File: config.mk
export PLATFORM = sky130hd
export DESIGN_NAME = divby3_ctrl
export DESIGN_NICKNAME = d
export VERILOG_FILES = /design/src/rtl/divby3_ctrl.sv
export SDC_FILE = /design/constraint.sdc
export NUM_CORES = 1
export LEC_CHECK = 0
export ABC_AREA = 1
export CAP_MARGIN = 20
export CORE_MARGIN = 2
export CORE_UTILIZATION = 54
export DETAILED_ROUTE_END_ITERATION = 12
export GPL_TIMING_DRIVEN = 0
export PLACE_DENSITY = 0.84
export SETUP_SLACK_MARGIN = 0.4
export SLEW_MARGIN = 10
export SYNTH_ARGS = -nofsm -noshare
export SYNTH_HDL_FRONTEND = slang
export SYNTH_SLANG_ARGS = --single-unit
File: constraint.sdc
create_clock -name clk -period 2.65 [get_ports clk]
set_clock_uncertainty 0.15 [all_clocks]
set_input_delay 0.6625 -clock clk [delete_from_list [all_inputs] [get_ports clk]]
set_output_delay 0.6625 -clock clk [all_outputs]
set_load 0.02 [all_outputs]
File: src/rtl/divby3_ctrl.sv
// Sequencer for a serial MSB-first mod-3 checker: accept word, clear checker, shift WIDTH bits, sample verdict.
// Latency WIDTH+2 edges accept-to-result; result held until m_ready, no new word accepted until then.
module divby3_ctrl #(
    parameter int WIDTH = 8,
    parameter int CNT_W = 16
) (
    input  logic             clk,
    input  logic             rst,
    input  logic             s_valid,
    output logic             s_ready,
    input  logic [WIDTH-1:0] s_data,
    output logic             chk_rstn,
    output logic             chk_in,
    input  logic             chk_out,
    output logic             m_valid,
    input  logic             m_ready,
    output logic             m_div3,
    output logic [WIDTH-1:0] m_data,
    output logic             busy,
    output logic [CNT_W-1:0] div3_cnt
);

    localparam int BW = (WIDTH > 1) ? $clog2(WIDTH) : 1;

    localparam logic [2:0] ST_IDLE  = 3'd0;
    localparam logic [2:0] ST_CLEAR = 3'd1;
    localparam logic [2:0] ST_SHIFT = 3'd2;
    localparam logic [2:0] ST_WAIT  = 3'd3;
    localparam logic [2:0] ST_DONE  = 3'd4;

    logic [2:0]       state_q, state_d;
    logic [WIDTH-1:0] shift_q, shift_d;
    logic [WIDTH-1:0] data_q, data_d;
    logic [BW-1:0]    bit_q, bit_d;
    logic             rstn_q, rstn_d;
    logic             vld_q, vld_d;
    logic             div3_q, div3_d;
    logic [CNT_W-1:0] cnt_q, cnt_d;

    always_comb begin
        state_d = state_q;
        shift_d = shift_q;
        data_d  = data_q;
        bit_d   = bit_q;
        rstn_d  = 1'b1;
        vld_d   = vld_q;
        div3_d  = div3_q;
        cnt_d   = cnt_q;
        case (state_q)
            ST_IDLE: begin
                if (s_valid) begin
                    shift_d = s_data;
                    data_d  = s_data;
                    bit_d   = BW'(WIDTH - 1);
                    rstn_d  = 1'b0;
                    state_d = ST_CLEAR;
                end
            end
            ST_CLEAR: begin
                state_d = ST_SHIFT;
            end
            ST_SHIFT: begin
                shift_d = shift_q << 1;
                bit_d   = bit_q - 1'b1;
                if (bit_q == '0) begin
                    state_d = ST_WAIT;
                end
            end
            ST_WAIT: begin
                // checker has now consumed every bit; its verdict is valid only here
                div3_d = chk_out;
                vld_d  = 1'b1;
                if (chk_out && (cnt_q != '1)) begin
                    cnt_d = cnt_q + 1'b1;
                end
                state_d = ST_DONE;
            end
            ST_DONE: begin
                if (m_ready) begin
                    vld_d   = 1'b0;
                    state_d = ST_IDLE;
                end
            end
            default: begin
                state_d = ST_IDLE;
            end
        endcase
    end

    always_ff @(posedge clk or posedge rst) begin
        if (rst) begin
            state_q <= ST_IDLE;
            shift_q <= '0;
            data_q  <= '0;
            bit_q   <= '0;
            rstn_q  <= 1'b0;
            vld_q   <= 1'b0;
            div3_q  <= 1'b0;
            cnt_q   <= '0;
        end else begin
            state_q <= state_d;
            shift_q <= shift_d;
            data_q  <= data_d;
            bit_q   <= bit_d;
            rstn_q  <= rstn_d;
            vld_q   <= vld_d;
            div3_q  <= div3_d;
            cnt_q   <= cnt_d;
        end
    end

    assign s_ready  = (state_q == ST_IDLE);
    assign busy     = (state_q != ST_IDLE);
    assign chk_in   = (state_q == ST_SHIFT) & shift_q[WIDTH-1];
    assign chk_rstn = rstn_q;
    assign m_valid  = vld_q;
    assign m_div3   = div3_q;
    assign m_data   = data_q;
    assign div3_cnt = cnt_q;

endmodule

Word level (Yosys, flattened, before mapping). Cells that the tools add are included.

Add/sub/neg operators: 2. Multiply operators: 0. Div/mod/pow operators: 0. Magnitude comparators: 0. Eq/ne operators: 8. Shifts and indexed selects: 0. Muxes and demuxes: 12. Bitwise logic cells: 1. Reduce and logical (&&, ||, !) cells: 11.

Operators by type and width (number): $add A16 B1 Y16 const B (1); $ne A16 B16 Y1 const B (1); $pmux W8 S2 (1); $pmux W3 S5 (1); $mux W3 (4); $mux W8 (1); $reduce_and A2 Y1 (4); $eq A3 B2 Y1 const B (2); $logic_not A3 Y1 (2); $ne A2 B2 Y1 const B (3); $pmux W3 S2 (1); $reduce_bool A2 Y1 (2); $eq A3 B1 Y1 const B (1); $eq A3 B3 Y1 const B (1); $mux W1 (3); $reduce_and A3 Y1 (1); $reduce_bool A3 Y1 (1); $sub A3 B1 Y3 const B (1); $pmux W1 S2 (1); $and A1 B1 Y1 (1); $logic_and A1 B1 Y1 (1).

Register bits after elaboration: 41. Latch bits: 0. Bits in writable memories: 0. ROM bits: 0. Input port bits: 13. Output and inout bits: 30. Word-level logic and storage cells: 42. Memories: 0.

Depth between registers and ports, before layout. Gate-level depths: netlist of run 1.

Depth in word-level cells: 3. Gate-level depth with buffers: 9.

Worst setup path before layout of run 1. Ideal clock, no wire load.

Path kind: reg2out. Start point: register state_q[2]. End point: output port chk_in. Arrival time: 1177 ps. Path slack: 660 ps. Cell stages (with the launch flop): 7. Buffers on the path: 1. Cell sequence: dfrtp_1 > nor2_1 > inv_1 > nor2_1 > buf_2 > inv_1 > nor2_1.

Longest elaborated chain between the ends: 2.

RTL lines: start, declared (line 31) `logic [2:0] state_q, state_d;`; start signal, assigned (line 101) `state_q <= state_d;`; $eq A3 B2 Y1 (line 114) `assign chk_in = (state_q == ST_SHIFT) & shift_q[WIDTH-1];`; $and A1 B1 Y1 (line 114); end, declared (line 13) `output logic chk_in,`.

Every way passes these cells.

Worst setup path in the final report of run 1. Same ends and word-level chain as after synthesis.

==> flow_metrics.py, run 1 <==
metrics = {
    "placement": {
        "dpl.hpwl_um": 2960,
        "dp_worst_setup_slack_ns": 0.107,
        "routabilityCongestion": 0.843,
        "dp_cells": 348,
        "io_buffers": 42,
    },
    "run_status": {
        "status": "finished, final reports clean",
    },
    "critical_path": {
        "cp.arrival_ns": 1.43,
        "worstPathRequired_ns": 1.84,
        "start_kind": "register",
        "slowest_delay_ns": 0.42,
        "path_common_cell": "buf_6",
        "cp-end-kind": "output pin",
        "cp_max_fo": 5,
        "crit_path_cell_trace": "nor2_1, inv_1, nor2_2, buf_6, inv_4, nor2_4, buf_6",
        "worstSetupPathType": "reg2out",
        "crit_slowest_cell": "dfrtp_1",
    },
    "clock_tree": {
        "htreeDepth": 2,
        "cts_tree": "built",
        "cts_hold_buf": 0,
        "cts_made_buffers": 5,
        "cts_sinks": 41,
        "clkTransAtPathRegs_ns": 0.08,
        "clock-root-buffer": "clkbuf_8",
        "ctsLongestPathBuffers": 2,
        "worst_skew_pair.late_latency_ns": 0.30,
    },
    "route": {
        "ant_nets": 0,
        "routed_via_density": 4.89,
        "drt-total-wl_um": 4120,
        "wl_per_cell_um": 11.4,
        "num_vias": 1765,
        "drt_iter0_markers": 123,
        "dr.pass1.iters": 4,
        "remaining_drc_errors": 0,
    },
    "pwr": {
        "power_leakage_uw": 0.00143,
        "vdd_drop_max_mv": 0.630,
        "cellPowerDensity_mw_per_mm2": 982,
        "finalPower_uw": 2680,
    },
    "logic_synthesis": {
        "synth_cells": 257,
        "syn_nets": 273,
        "synthTopCellsByArea": "dfrtp_1, nand2_1, inv_1",
        "synth_area_leader_cell": "dfrtp_1",
        "synthFlopType": "dfrtp_1",
        "synth.distinct_cells": 22,
        "ys_warn_count": 0,
        "synth_edf_count": 0,
        "seq_area_frac_synth": 0.507,
        "syn_avg_cell_area_um2": 7.88,
        "synth_top_cell_area_share": 0.507,
        "yosys-top-cells-count": "nand2_1, dfrtp_1, inv_1",
        "synth.most_common_cell": "nand2_1",
        "synth_area_mm2": 0.00202,
        "ys_ff_latch": 41,
        "async_reset_ff_frac": 1.00,
    },
    "global_route": {
        "grt_max_degree": 34,
        "grtUsageTotal": 0.220,
        "grt_pass1_vias": 1632,
        "grt_overflow": 0,
        "antenna_found_initial": 0,
        "grt_pass1_wl_um": 7180,
    },
    "layout": {
        "drive_above_1_share": 0.112,
        "stdcell_count": 361,
        "fin_nets": 328,
        "area_growth_pct": 35.0,
        "diodes": 0,
    },
    "sta": {
        "finalWorstSetupSlack_ns": 0.412,
        "fin_crit_sh": 0.845,
        "period_minus_slack_ns": 2.24,
        "finalHoldViolations": 0,
        "worst_slew_margin_rel": 0.761,
        "rsz0062_at_grt": "true",
        "finalSetupViolCount": 0,
        "worstMarginPinSlew_ns": 0.358,
        "fin_tns_setup_ns": 0,
        "slew_violations": 0,
        "fmax_ghz": 0.447,
    },
    "floorplan": {
        "row_count": 22,
        "io_pins": 43,
        "fp.dieH_um": 65.2,
        "die_w_um": 65.2,
        "die_area_mm2": 0.00425,
        "core_area_mm2": 0.00363,
        "start_util": 0.557,
    },
    "flow_run": {
        "cap_violations": 0,
    },
    "hold_path": {
        "min_path_type": "reg2reg",
    },
}
power breakdown:
part           leakage [µW]  total (µW)  switching (µW)  internal, µW
clock             0.0000687         605             226           379
combinational      0.000838        1120             617           498
sequential         0.000522         962             134           827
through the flow:
stage | instance area [µm²] | util | hold slack (ns)
after global routing | 2730 | 0.752 | 0.352
after CTS | 2670 | 0.735 | 0.327
after floorplan | 2020 | - | 0.302
after detailed placement | 2520 | 0.695 | 0.308
after global placement | 2500 | 0.689 | 0.303
final | 2730 | 0.752 | 0.325
routing by layer:
metal | wire length (µm) | vias to the layer above | track usage
met1 | 1870 | 821 | 0.281
li1 | - | 904 | -
met3 | 190 | 5 | 0.0616
met5 | 0 | - | 0
met4 | 59 | 0 | 0.0755
met2 | 2000 | 35 | 0.362
registers in the layout, indices dropped and copies added (netlist names):
signal	count
state_q	3
m_valid	1
chk_rstn	1
div3_cnt	16
m_div3	1
bit_q	3
m_data	8
shift_q	8
layout make-up:
class | count | area, µm²
Inverter | 25 | 98.8
Sequential cell | 41 | 1030
Multi-Input combinational cell | 185 | 867
Buffer | 6 | 51.3
Tap cell | 48 | 60.1
Clock buffer | 5 | 68.8
Fill cell | 272 | 901
Clock inverter | 3 | 68.8
Timing Repair Buffer | 48 | 492
repair_timing:
action | CTS | global route
buffers inserted | 1 | 4
pin swaps | 0 | 3
setup endpoints to repair | 3 | 10
resized for setup | 6 | 19
critical path: cells and delay by family, from the launching register on:
family / cells / cell delay, ns
flops: 1 / 0.42
simple gates: 3 / 0.35
buf+inv: 4 / 0.35
cell usage in the layout (no fill, tap or decap), drive strengths merged:
cell type	n
nand2	114
clkdlybuf4s50	32
clkdlybuf4s15	1
ha	3
clkbuf	6
dlymetal6s2s	7
inv	25
clkinv	1
nand3	15
xnor2	7
nor3	2
dfrtp	41
nand3b	1
nand4	4
bufinv	2
o21ai	12
buf	13
a22oi	2
and3	1
nor2	24
path summary, 6_finish.rpt:
path | from | to | slack, ns | depth (start not counted)
setup reg to reg | div3_cnt[0]$_DFFE_PP0P_ | div3_cnt[13]$_DFFE_PP0P_ | 0.75 | 9
min in group asynchronous | rst | div3_cnt[15]$_DFFE_PP0P_ | 0.44 | 2
max in group asynchronous | rst | m_data[0]$_DFFE_PP0P_ | 1.49 | 3
hold / removal | m_valid$_DFFE_PP0P_ | m_valid$_DFFE_PP0P_ | 0.32 | 2
hold reg to reg | m_valid$_DFFE_PP0P_ | m_valid$_DFFE_PP0P_ | 0.32 | 2
setup / recovery | state_q[2]$_DFFE_PP0P_ | chk_in | 0.41 | 7
cells by family (layout without fill, tap and decap cells):
family,after synthesis,after routing,share of synthesized area
DFF,41,41,0.507
adders and majority gates,3,3,0.0185
AOI/OAI and AO/OA,14,14,0.0426
xor gates and xnor gates,7,7,0.0303
buffers and inverters,31,87,0.0698
and+or+nand+nor,161,161,0.332
Power figures use the tool's default switching activity.
==> run 2, diff against run 1 <==
CORE_UTILIZATION = 45   (was 54)
PLACE_DENSITY = 0.75   (was 0.84)
clock period = 1.8 ns   (was 2.65 ns; I/O delays follow)
==> run 2 against run 1 <==
- the run now ends with negative setup slack left
- largest cell class is now non-clock buffers
- critical path type unchanged
- count of clock-buffer cells in the layout unchanged
- global-route usage grew 0.48 points
- final cell count up 16%
- largest power group unchanged
==> flow_metrics.py, run 2 (synthesized netlist as in run 1, its figures left out) <==
metrics = {
    "run_status": {
        "status": "finished, violations left",
        "violations": "negative setup slack",
    },
    "layout": {
        "layout_commonest_cell": "nand2_1",
        "area_growth_pct": 71.4,
        "fin_nets": 380,
        "drive_above_1_share": 0.496,
        "mostFrequentLayoutCells": "nand2_1, buf_6, buf_4, dfrtp_1, nand2_2",
        "design_area_mm2": 0.00347,
        "largest_register_ffs": 16,
        "diodes": 0,
        "fillers": 276,
    },
    "sta": {
        "rsz0062_at_grt": "true",
        "finalHoldViolations": 0,
        "finalSetupViolCount": 3,
        "worst_hold_slack_ns": 0.342,
        "period_minus_slack_ns": 1.92,
        "slew_violations": 0,
        "worstMarginPinSlew_ns": 0.487,
        "finalWorstSetupSlack_ns": -0.124,
        "fmax_ghz": 0.520,
        "worst_slew_margin_rel": 0.674,
        "fin_crit_sh": 1.07,
    },
    "route": {
        "drt-total-wl_um": 5890,
        "drt_iter0_markers": 122,
        "wl_per_cell_um": 14.1,
        "num_vias": 2048,
        "ant_nets": 0,
        "routed_via_density": 4.91,
        "remaining_drc_errors": 0,
        "dr.pass1.iters": 4,
    },
    "critical_path": {
        "rr_endpoint": "div3_cnt[14]$_DFFE_PP0P_",
        "start_kind": "register",
        "reg2reg_depth": 11,
        "timing.rr.start": "state_q[1]$_DFFE_PP0P_",
        "worstSetupPathType": "reg2out",
        "cp_max_fo": 3,
        "crit_start": "state_q[0]$_DFFE_PP0P_",
        "reg2reg_slack_ns": 0.08,
        "endpoint": "chk_in",
        "cp-end-kind": "output pin",
        "worstPathRequired_ns": 1.20,
        "cp.arrival_ns": 1.32,
    },
    "pwr": {
        "power_leakage_uw": 0.00171,
        "cellPowerDensity_mw_per_mm2": 1390,
        "vdd_drop_max_mv": 1.07,
    },
    "floorplan": {
        "start_util": 0.465,
        "die_w_um": 71.1,
        "fp.dieH_um": 71.1,
        "row_count": 24,
        "core_area_mm2": 0.00435,
        "io_pins": 43,
        "die_area_mm2": 0.00505,
    },
    "clock_tree": {
        "cts_sinks": 41,
        "worst_skew_pair.late_latency_ns": 0.30,
        "clock-root-buffer": "clkbuf_8",
        "ctsLongestPathBuffers": 2,
        "htreeDepth": 2,
        "clkTransAtPathRegs_ns": 0.08,
        "cts_made_buffers": 5,
        "cts_tree": "built",
        "cts_hold_buf": 0,
    },
    "global_route": {
        "grt_overflow": 0,
        "grtUsageTotal": 0.225,
        "antenna_found_initial": 0,
        "grt_max_degree": 22,
        "grt_pass1_vias": 1958,
        "grt_pass1_wl_um": 8910,
    },
    "placement": {
        "routabilityCongestion": 0.799,
        "postPlaceCellArea_mm2": 0.00257,
        "dpl.hpwl_um": 2900,
        "io_buffers": 42,
    },
    "hold_path": {
        "min_path_type": "reg2reg",
        "hp-start": "shift_q[7]$_DFFE_PP0P_",
    },
    "flow_run": {
        "cap_violations": 0,
    },
}
==> run 2: changes by cell type in the layout (fill, tap and decap cells not counted), moves of 6 or more <==
cell | before | now
dfrtp_1 | 41 | 25
buf_4 | 6 | 37
nand3_2 | 1 | 7
nor2_1 | 20 | 13
o21ai_0 | 11 | 5
buf_6 | 4 | 50
nand3_1 | 14 | 7
nand2_1 | 110 | 88
clkdlybuf4s50_1 | 32 | 11
dlymetal6s2s_1 | 7 | 0
nand2_2 | 4 | 23
dfrtp_2 | 0 | 16
==> run 2: metal layers <==
metal | vias up | track usage | wire (µm)
li1 | 1009 | - | -
met1 | 975 | 0.286 | 2490
met2 | 53 | 0.391 | 3080
met3 | 11 | 0.0442 | 214
met4 | 0 | 0.0650 | 103
met5 | - | 0 | 0
==> run 2: worst max-delay path, stage by stage (launching register included) <==
cell	delay, ns
dfrtp_1	0.38
nor2_1	0.10
inv_1	0.07
nor2_2	0.12
buf_6	0.13
inv_4	0.04
nor2_4	0.08
buf_6	0.12
==> run 2: how the worst min path moves through the flow <==
stage	end	slack, ns	cells past startpoint
finish	shift_q[7]$_DFFE_PP0P_	0.34	2
global route	shift_q[0]$_DFFE_PP0P_	0.36	2
global placement	m_data[2]$_DFFE_PP0P_	0.30	2
floorplan	bit_q[0]$_DFFE_PP0P_	0.28	1
detailed placement	m_data[2]$_DFFE_PP0P_	0.31	2
CTS	bit_q[0]$_DFFE_PP0P_	0.33	1
==> run 2: final cells by class <==
class                   instances  area (µm²)  share of cell area
clock buffers                   5        68.8              0.0198
repair inverters                1        7.51             0.00216
inverters                      25         118              0.0339
well taps                      52        65.1              0.0187
repair buffers                 99        1010               0.291
plain buffers                   6        75.1              0.0216
clock inverters                 3        21.3             0.00613
multi-input cells             185        1060               0.305
flip-flops and latches         41        1050               0.301
==> run 2: what timing repair did <==
item	in CTS	in global routing
gates cloned	5	0
buffers inserted	37	16
setup endpoints to repair	77	66
resized for setup	247	31
pin swaps	11	7
==> run 2: through the flow <==
step / setup slack [ns] / instances / total power (µW) / utilization / TNS [ns]
final: -0.124 / 417 / 4820 / 0.797 / -0.331
after global routing: -0.205 / 417 / 5100 / 0.797 / -0.549
after CTS: -0.150 / 401 / 4430 / 0.744 / -0.303
after detailed placement: -0.515 / 351 / 3000 / 0.591 / -3.71
after global placement: -0.512 / 351 / 2970 / 0.591 / -3.55
after floorplan: 0.169 / 257 / 2410 / - / 0
==> run 2: power by group <==
group          internal (µW)  total (µW)  switching (µW)
logic                   1440        2740            1300
registers               1230        1460             233
clock network            275         616             341
==> run 3, diff against run 2 <==
CORE_MARGIN = unset   (was 2)
SETUP_SLACK_MARGIN = 0.02   (was 0.4)
==> run 3 against run 2 <==
- the run still ends with negative setup slack left
- critical path depth shrank 1
- worst setup slack gained 0.032 ns
- sequential share of layout area grew 6.4 points
- final area shrank 19%
- global-route usage shrank 1.4 points
- count of clock-buffer cells in the layout grew 1
- register-to-register slack lost 0.16 ns
- first-iteration DRC count shrank 41%
- non-clock buffer count shrank 34
- sequential power is essentially flat
- routed wire length shrank 21%
==> flow_metrics.py, run 3 (synthesized netlist as in run 1, its figures left out) <==
metrics = {
    "run_status": {
        "status": "finished, violations left",
        "violations": "negative setup slack",
    },
    "pwr": {
        "vdd_drop_max_mv": 0.604,
        "p_comb_frac": 0.503,
        "cellPowerDensity_mw_per_mm2": 1440,
        "p_switching_uw": 1600,
        "swShare": 0.393,
        "p_int_uw": 2460,
        "pwr-share-clk": 0.142,
        "p_seq_frac": 0.355,
        "power_leakage_uw": 0.00145,
    },
    "route": {
        "remaining_drc_errors": 0,
        "dr.pass1.iters": 4,
        "drt_iter0_markers": 72,
        "routed_via_density": 4.81,
        "drt-total-wl_um": 4640,
        "ant_nets": 0,
        "wl_per_cell_um": 12.1,
        "num_vias": 1837,
    },
    "critical_path": {
        "crit_slowest_cell": "dfrtp_1",
        "rr_endpoint": "state_q[0]$_DFFE_PP0P_",
        "reg2reg_depth": 11,
        "reg2reg_slack_ns": -0.08,
        "cp.arrival_ns": 1.29,
        "slowest_delay_ns": 0.42,
        "start_kind": "register",
        "crit_path_cell_trace": "nor2_2, inv_2, buf_6, nor2_4, inv_2, buf_6",
        "worstPathRequired_ns": 1.20,
        "worstPathBufferInverterCount": 4,
        "timing.rr.start": "state_q[0]$_DFFE_PP0P_",
        "cp-end-kind": "output pin",
        "cp_max_fo": 3,
        "worstSetupPathType": "reg2out",
        "critical-path-top-delay-family": "flip-flops",
    },
    "global_route": {
        "grt_max_degree": 31,
        "grt_pass1_wl_um": 8110,
        "grt_pass1_vias": 1848,
        "grtUsageMet1": 0.269,
        "grtUsageMet3": 0.0439,
        "met2_usage": 0.343,
        "grtUsageTotal": 0.211,
        "antenna_found_initial": 0,
        "grt_overflow": 0,
        "grt_busiest_layer": "met2",
    },
    "placement": {
        "dp_worst_setup_slack_ns": -0.569,
        "io_buffers": 42,
        "dp_cells": 352,
        "routabilityCongestion": 0.779,
        "postPlaceCellArea_mm2": 0.00253,
        "dpl.hpwl_um": 3100,
    },
    "clock_tree": {
        "clock-root-buffer": "clkbuf_8",
        "cts_tree": "built",
        "clkTransAtPathRegs_ns": 0.07,
        "cts_sinks": 41,
        "cts_made_buffers": 5,
        "worst_skew_pair.late_latency_ns": 0.29,
        "htreeDepth": 2,
        "ctsLongestPathBuffers": 2,
    },
    "layout": {
        "mostFrequentLayoutCells": "nand2_1, dfrtp_1, dlygate4sd2_1, buf_4, inv_1",
        "drive_above_1_share": 0.197,
        "design_area_mm2": 0.00282,
        "stdcell_count": 382,
        "fin_util": 0.653,
        "diodes": 0,
        "fin_nets": 345,
        "area_growth_pct": 39.5,
        "largest_register_ffs": 16,
        "fillers": 396,
        "layout_commonest_cell": "nand2_1",
    },
    "sta": {
        "period_minus_slack_ns": 1.89,
        "finalHoldViolations": 0,
        "slew_violations": 0,
        "fin_crit_sh": 1.05,
        "finalSetupViolCount": 9,
        "worst_hold_slack_ns": 0.264,
        "worstMarginPinSlew_ns": 0.307,
        "finalWorstSetupSlack_ns": -0.0917,
        "fmax_ghz": 0.529,
        "rsz0062_at_grt": "true",
        "worst_slew_margin_rel": 0.793,
    },
    "floorplan": {
        "start_util": 0.468,
        "core_area_mm2": 0.00432,
        "fp.dieH_um": 69.1,
        "row_count": 24,
        "die_area_mm2": 0.00477,
        "die_w_um": 69.1,
        "io_pins": 43,
    },
    "flow_run": {
        "cap_violations": 0,
    },
    "hold_path": {
        "min_path_type": "in2async",
    },
}
## run 3: cell types whose count changed in the layout (fill, tap and decap cells not counted), sizes merged
cell           previous run  this run
buf                      93        32
dlygate4sd2               1        27
clkinvlp                  3         0
inv                      23        25
clkbuf                    5         6
clkdlybuf4s50            11        12
clkinv                    3         2
## run 3: final cells by class
| class | count | area, µm² | share of cell area |
|---|---|---|---|
| sequential | 41 | 1030 | 0.366 |
| multi-input combinational | 185 | 911 | 0.323 |
| timing repair buffer | 66 | 594 | 0.210 |
| inverter | 25 | 98.8 | 0.0350 |
| clock buffer | 6 | 72.6 | 0.0257 |
| tap | 52 | 65.1 | 0.0230 |
| buffer | 5 | 40.0 | 0.0142 |
| clock inverter | 2 | 10.0 | 0.00354 |
## run 3: layer usage
metal | routed length [µm] | part of all wire
met3 | 148 | 0.032
met4 | 102 | 0.022
met5 | 0 | 0
met1 | 2110 | 0.45
met2 | 2280 | 0.49
## run 3: power by group through the flow
stage          Combinational (µW)  Sequential (µW)  Clock, µW
2_1_floorplan                 758             1590          0
5_1_grt                      2230             1480        647
6_report                     2040             1440        578
4_1_cts                      1850             1400        591
3_3_place_gp                 1470             1420          0
3_5_place_dp                 1530             1430          0
## run 3: metrics by stage
step | TNS [ns] | total power (µW)
2_1_floorplan | 0 | 2340
4_1_cts | -0.329 | 3840
6_report | -0.367 | 4060
5_1_grt | -1.37 | 4350
3_3_place_gp | -29.46 | 2890
3_5_place_dp | -4.12 | 2960
## run 3: worst max-delay path by stage
stage                         endpoint  cells past startpoint                   start
2_1_floorplan                   chk_in                      6  state_q[2]$_DFFE_PP0P_
3_3_place_gp   div3_cnt[1]$_DFFE_PP0P_                      2                     rst
3_5_place_dp                    chk_in                      7  state_q[2]$_DFFE_PP0P_
4_1_cts                         chk_in                      7  state_q[2]$_DFFE_PP0P_
5_1_grt                           busy                      6  state_q[0]$_DFFE_PP0P_
6_report                          busy                      6  state_q[0]$_DFFE_PP0P_
## run 3: timing repair
action / CTS / global route
hold endpoints to repair: 0 / 0
setup endpoints to repair: 41 / 35
gates cloned: 0 / 0
setup buffers: 17 / 6
hold buffers: 0 / 0
resized for setup: 53 / 16
pin swaps: 6 / 6
